==> src/rtl/mcpu_regfile_seq.sv <==
// Register file with a small command sequencer: single-cycle loads, moves
// and add-immediate, plus a two-cycle SWAP and a multi-cycle CLEAR_ALL.
// Reads are combinational with no write bypass.
module mcpu_regfile_seq #(
  parameter int WORD_SIZE        = 8,
  parameter int OPERAND_SIZE     = 3,
  parameter int REGISTERS_NUMBER = 2 ** OPERAND_SIZE
) (
  input  logic                    clk,
  input  logic                    rst_n,
  input  logic [OPERAND_SIZE-1:0] op1,
  input  logic [OPERAND_SIZE-1:0] op2,
  input  logic [OPERAND_SIZE-1:0] op3,
  input  logic [WORD_SIZE-1:0]    datatoload,
  input  logic                    regsetwb,
  input  logic [2:0]              regsetcmd,
  output logic [WORD_SIZE-1:0]    RegOp1,
  output logic [WORD_SIZE-1:0]    alu1,
  output logic [WORD_SIZE-1:0]    alu2,
  output logic                    busy,
  output logic                    cmd_err
);

  typedef enum logic [2:0] {
    CMD_NORMAL_EX      = 3'd0,
    CMD_LOAD_FROM_DATA = 3'd1,
    CMD_MOV_INTERNAL   = 3'd2,
    CMD_SWAP           = 3'd3,
    CMD_CLEAR_ALL      = 3'd4,
    CMD_ADD_IMM        = 3'd5
  } cmd_e;

  typedef enum logic [1:0] {
    ST_IDLE  = 2'd0,
    ST_SWAP2 = 2'd1,
    ST_CLEAR = 2'd2
  } state_e;

  // One extra bit so the limit itself is representable when the array is full.
  localparam logic [OPERAND_SIZE:0]   REG_LIMIT = (OPERAND_SIZE + 1)'(REGISTERS_NUMBER);
  localparam logic [OPERAND_SIZE-1:0] CLR_LAST  = OPERAND_SIZE'(REGISTERS_NUMBER - 1);

  logic [WORD_SIZE-1:0]    regs [REGISTERS_NUMBER];
  state_e                  state_q, state_d;
  logic [WORD_SIZE-1:0]    tmp_q;
  logic [OPERAND_SIZE-1:0] swap_op1_q;
  logic [OPERAND_SIZE-1:0] clr_cnt_q;
  logic                    cmd_err_q;

  logic                    wr_en;
  logic [OPERAND_SIZE-1:0] wr_idx;
  logic [WORD_SIZE-1:0]    wr_data;
  logic                    latch_swap;
  logic                    err_d;
  logic                    ok1, ok2, ok3;

  assign ok1 = {1'b0, op1} < REG_LIMIT;
  assign ok2 = {1'b0, op2} < REG_LIMIT;
  assign ok3 = {1'b0, op3} < REG_LIMIT;

  // Combinational read ports; indices past the populated range read as zero.
  assign RegOp1 = ok1 ? regs[op1] : '0;
  assign alu1   = ok2 ? regs[op2] : '0;
  assign alu2   = ok3 ? regs[op3] : '0;

  assign busy    = (state_q != ST_IDLE);
  assign cmd_err = cmd_err_q;

  // Next-state decode and the single register write port.
  always_comb begin
    // NOTE: every signal written here gets a default first so that no path
    // leaves it unassigned, which would otherwise infer a latch.
    state_d    = state_q;
    wr_en      = 1'b0;
    wr_idx     = '0;
    wr_data    = '0;
    latch_swap = 1'b0;
    err_d      = 1'b0;
    unique case (state_q)
      ST_IDLE: begin
        if (regsetwb) begin
          case (regsetcmd)
            CMD_NORMAL_EX, CMD_LOAD_FROM_DATA: begin
              if (ok1) begin
                wr_en   = 1'b1;
                wr_idx  = op1;
                wr_data = datatoload;
              end else begin
                err_d = 1'b1;
              end
            end
            CMD_MOV_INTERNAL: begin
              if (ok1 && ok2) begin
                wr_en   = 1'b1;
                wr_idx  = op1;
                wr_data = alu1;
              end else begin
                err_d = 1'b1;
              end
            end
            CMD_ADD_IMM: begin
              if (ok1 && ok2) begin
                wr_en   = 1'b1;
                wr_idx  = op1;
                wr_data = alu1 + datatoload;  // carry out is dropped
              end else begin
                err_d = 1'b1;
              end
            end
            CMD_SWAP: begin
              // First half: reg[op2] takes reg[op1]; old reg[op2] parks in tmp.
              if (ok1 && ok2) begin
                wr_en      = 1'b1;
                wr_idx     = op2;
                wr_data    = RegOp1;
                latch_swap = 1'b1;
                state_d    = ST_SWAP2;
              end else begin
                err_d = 1'b1;
              end
            end
            CMD_CLEAR_ALL: state_d = ST_CLEAR;
            default:       err_d   = 1'b1;
          endcase
        end
      end
      ST_SWAP2: begin
        wr_en   = 1'b1;
        wr_idx  = swap_op1_q;
        wr_data = tmp_q;
        state_d = ST_IDLE;
      end
      ST_CLEAR: begin
        wr_en   = 1'b1;
        wr_idx  = clr_cnt_q;
        wr_data = '0;
        if (clr_cnt_q == CLR_LAST) state_d = ST_IDLE;
      end
      default: state_d = ST_IDLE;
    endcase
  end

  // Sequencer state, swap scratch, clear counter and error pulse.
  always_ff @(posedge clk or negedge rst_n) begin
    // NOTE: sequential state uses non-blocking assignments so every flop
    // samples pre-edge values regardless of statement order.
    if (!rst_n) begin
      state_q    <= ST_IDLE;
      tmp_q      <= '0;
      swap_op1_q <= '0;
      clr_cnt_q  <= '0;
      cmd_err_q  <= 1'b0;
    end else begin
      state_q   <= state_d;
      cmd_err_q <= err_d;
      if (latch_swap) begin
        tmp_q      <= alu1;
        swap_op1_q <= op1;
      end
      if (state_q == ST_CLEAR) begin
        clr_cnt_q <= (clr_cnt_q == CLR_LAST) ? '0 : clr_cnt_q + 1'b1;
      end
    end
  end

  // Register array storage with its single write port.
  always_ff @(posedge clk or negedge rst_n) begin
    // NOTE: the array is built from flops, not RAM, because reset must clear
    // every entry at once without waiting for the clock.
    if (!rst_n) begin
      for (int i = 0; i < REGISTERS_NUMBER; i++) regs[i] <= '0;
    end else if (wr_en) begin
      regs[wr_idx] <= wr_data;
    end
  end

endmodule
==> config.mk <==
export PLATFORM = sky130hd
export DESIGN_NAME = mcpu_regfile_seq
export DESIGN_NICKNAME = d
export VERILOG_FILES = /design/src/rtl/mcpu_regfile_seq.sv
export SDC_FILE = /design/constraint.sdc
export NUM_CORES = 1
export LEC_CHECK = 0
export ABC_AREA = 0
export CAP_MARGIN = 20
export CORE_ASPECT_RATIO = 1.25
export CORE_MARGIN = 4
export CORE_UTILIZATION = 30
export CTS_CLUSTER_SIZE = 10
export DETAILED_ROUTE_END_ITERATION = 12
export PLACE_DENSITY = 0.54
export SETUP_SLACK_MARGIN = 0.5
export SLEW_MARGIN = 20
export SYNTH_ARGS = -nofsm -noshare
export SYNTH_HDL_FRONTEND = slang
export SYNTH_SLANG_ARGS = --single-unit
==> constraint.sdc <==
create_clock -name clk -period 3.77 [get_ports clk]
set_clock_uncertainty 0.1 [all_clocks]
set_input_delay 0.754 -clock clk [delete_from_list [all_inputs] [get_ports clk]]
set_output_delay 0.754 -clock clk [all_outputs]
set_load 0.02 [all_outputs]
==> results.sh <==
export IMPL_run_status="finished clean"
export IMPL_power_w=0.00392
export IMPL_slew_limit_headroom=0.477
export IMPL_clock_latency_ns=0.34
export IMPL_layout_commonest_cell="dfrtp_1"
export IMPL_drc=0
export IMPL_synth_fa_ha_area_frac=0.0333
export IMPL_ys_seq_area_frac=0.370
export IMPL_powerDensity_nw_per_um2=524
export IMPL_hold_path_class="in -> async"
export IMPL_synth_seq_cells=81
export IMPL_worstPathBufferInverterCount=2
export IMPL_grt_overflow_total=0
export IMPL_tightest_slew_ns=0.784
export IMPL_synthDistinctLibCells=55
export IMPL_hold_buffers=0
export IMPL_maxSlewViolCount=0
export IMPL_synth_edf_count=0
export IMPL_worst_setup_path_start_kind="primary input"
export IMPL_crit_path_end_kind="flip-flop"
export IMPL_viasPerCell=5.45
export IMPL_final_cell_mix="dfrtp_1, nand2_1, buf_4, mux2_2, mux4_2"
export IMPL_core_area_sq_um=18000
export IMPL_cts_tree="yes"
export IMPL_syn_nets=491
export IMPL_postSynthAreaPerCell_sq_um=12.1
export IMPL_cts_root_buf="clkbuf_16"
export IMPL_multiInputGateArea_sq_um=3680
export IMPL_irDropWorstVdd_v=0.000198
export IMPL_synthXorXnorAreaFrac=0.00479
export IMPL_first_pass_iters=4
export IMPL_synth_mux_area_frac=0.372
export IMPL_drt_iter0_drc=341
export IMPL_htree_levels=3
export IMPL_crit_type="in -> reg"
export IMPL_r2r_slack_ns=0.44
export IMPL_n_antenna_cell=0
export IMPL_regArea_sq_um=2030
export IMPL_num_vias=4305
export IMPL_fmax_mhz=283
export IMPL_setup_viol=0
export IMPL_grt_first_pass_wirelength_microns=26900
export IMPL_die_h_microns=159
export IMPL_synth_area_leaders="dfrtp_1, mux2_2, mux4_2, nand2_1, ha_1"
export IMPL_post_route_cell_area_sq_um=7480
export IMPL_path_clk_slew_ns=0.07
export IMPL_dieWidth_microns=129
export IMPL_wl_per_cell_microns=22.1
export IMPL_cts_buffers_inserted=9
export IMPL_dp_hpwl_microns=12300
export IMPL_drive_gt1_frac=0.463
export IMPL_gp_congestion=0.870
export IMPL_finalCritPeriodShare=0.939
export IMPL_worstPathMaxFanout=8
export IMPL_rsz0062_at_grt="yes"
export IMPL_dieArea_sq_um=20500
export IMPL_rows=55
export IMPL_leakage_nw=3.47
export IMPL_synth_top_family_by_area="multiplexers"
export IMPL_worst_path_largest_cell_delay_ns=0.49
export IMPL_grt_antenna_before_repair=0
export IMPL_hold_viol_final=0
export IMPL_cts_buffer_depth=2
export IMPL_synth_simple_gate_area_frac=0.110
export IMPL_clock_sinks=81
export IMPL_syn2layout_area_growth_pct=36.5
export IMPL_syn_area_sq_um=5480
export IMPL_critPathArrivalTime_ns=3.72
export IMPL_synthFlopType="dfrtp_1"
export IMPL_timing_rr_start="regs[56]$_DFFE_PN0P_"
export IMPL_required_ns=3.95
export IMPL_gr_usage_all_layers=0.171
export IMPL_grt_max_degree=82
export IMPL_crit_slowest_cell="mux4_2"
export IMPL_start_util=0.304
export IMPL_placed_area_sq_um=6890
export IMPL_cap_violations=0
export IMPL_worstPathCellList="buf_8, buf_8, mux4_2, mux2_4, ha_4, fa_2, a211oi_4, nor2_2, or3_1, a21oi_2, a2bb2oi_4, mux2_4"
export IMPL_synth_top_area_frac=0.370
export IMPL_drt_total_wl_microns=17400
export IMPL_synth_compound_area_frac=0.0792
export IMPL_io_pins=49
export IMPL_nNetsFinal=595
export IMPL_port_buffers=48
export IMPL_ys_warnings_count=0
export IMPL_postRouteAntennaNets=0
export IMPL_finalCriticalPeriod_ns=3.54
export IMPL_reg2reg_to="regs[22]$_DFFE_PN0P_"
export IMPL_synth_area_leader_cell="dfrtp_1"
export IMPL_worst_r2r_path_depth=10
export IMPL_async_flop_share=1.00
export IMPL_syn_inst=454
export IMPL_path_delay_family="multiplexers"
export IMPL_fillCellCount=1658
export IMPL_grt_pass1_vias=4551
## sequential cells by signal (all words and copies together) (netlist names)
register	count
clr_cnt_q	3
cmd_err	1
regs	64
state_q	2
swap_op1_q	3
tmp_q	8
## how the worst max path moves through the flow
stage          startpoint                    to  cells past startpoint
5_1_grt            op2[0]  regs[22]$_DFFE_PN0P_                     12
3_3_place_gp       op2[0]  regs[46]$_DFFE_PN0P_                     12
2_1_floorplan      op2[0]  regs[38]$_DFFE_PN0P_                     12
6_report           op2[0]  regs[22]$_DFFE_PN0P_                     12
4_1_cts            op2[0]  regs[22]$_DFFE_PN0P_                     12
3_5_place_dp       op2[0]  regs[46]$_DFFE_PN0P_                     12
## through the flow
step | hold WS [ns] | setup WS [ns] | instances | util | TNS [ns]
floorplan | 0.345 | 0.0642 | 454 | - | 0
global placement | 0.370 | -0.524 | 764 | 0.382 | -23.19
detailed placement | 0.368 | -0.564 | 764 | 0.382 | -24.51
CTS | 0.385 | 0.279 | 788 | 0.410 | 0
global route | 0.411 | 0.169 | 790 | 0.415 | 0
finish | 0.350 | 0.231 | 790 | 0.415 | 0
## synthesized netlist by cell type, drive strengths merged (11+ instances only)
| cell | number |
|---|---|
| mux4 | 44 |
| o21ai | 12 |
| ha | 13 |
| dfrtp | 81 |
| nand3 | 16 |
| buf | 14 |
| inv | 11 |
| nand2 | 60 |
| mux2 | 82 |
| clkbuf | 13 |
| a21oi | 13 |
| mux2i | 11 |
## worst reg2reg max path, cell delays in order, from the launching register on
cell       delay (ns)
dfrtp_1          0.42
mux4_2           0.47
mux2_4           0.31
ha_4             0.17
fa_2             0.40
a211oi_4         0.28
nor2_2           0.06
or3_1            0.39
a21oi_2          0.19
a2bb2oi_4        0.28
mux2_4           0.20
## final cells by class
| class | instances | share of cell area |
|---|---|---|
| Clock inverter | 5 | 0.00418 |
| Sequential cell | 81 | 0.271 |
| Clock buffer | 10 | 0.0319 |
| Multi-Input combinational cell | 334 | 0.491 |
| Inverter | 12 | 0.00602 |
| Timing Repair Buffer | 120 | 0.157 |
| Tap cell | 228 | 0.0381 |
## cell families after synthesis
family,after synthesis
adder cells (fa/ha/maj),14
XOR/XNOR,3
buffers and inverters,39
flip-flops,81
AND/OR/NAND/NOR,117
AO/OA/AOI/OAI,63
multiplexers,137
## routing by layer
| layer | vias to the layer above | track usage | wire length (microns) |
|---|---|---|---|
| li1 | 1942 | - | - |
| met1 | 2217 | 0.218 | 7090 |
| met2 | 119 | 0.293 | 9070 |
| met3 | 27 | 0.0242 | 816 |
| met4 | 0 | 0.0587 | 452 |
| met5 | - | 0 | 0 |
## report_power, final
group          total [W]  leakage (nW)  internal [W]  switching [W]
clock network   0.000832         0.135      0.000460       0.000372
registers        0.00130          1.11       0.00109       0.000215
logic            0.00179          2.23      0.000961       0.000826
## what timing repair did
action	4_1_cts	5_1_grt
pin swaps	20	17
endpoints found under the setup margin	88	65
gates resized for setup	76	41
gates cloned	3	0
setup buffers	6	2
No activity file was read; power rests on OpenSTA's default activity.
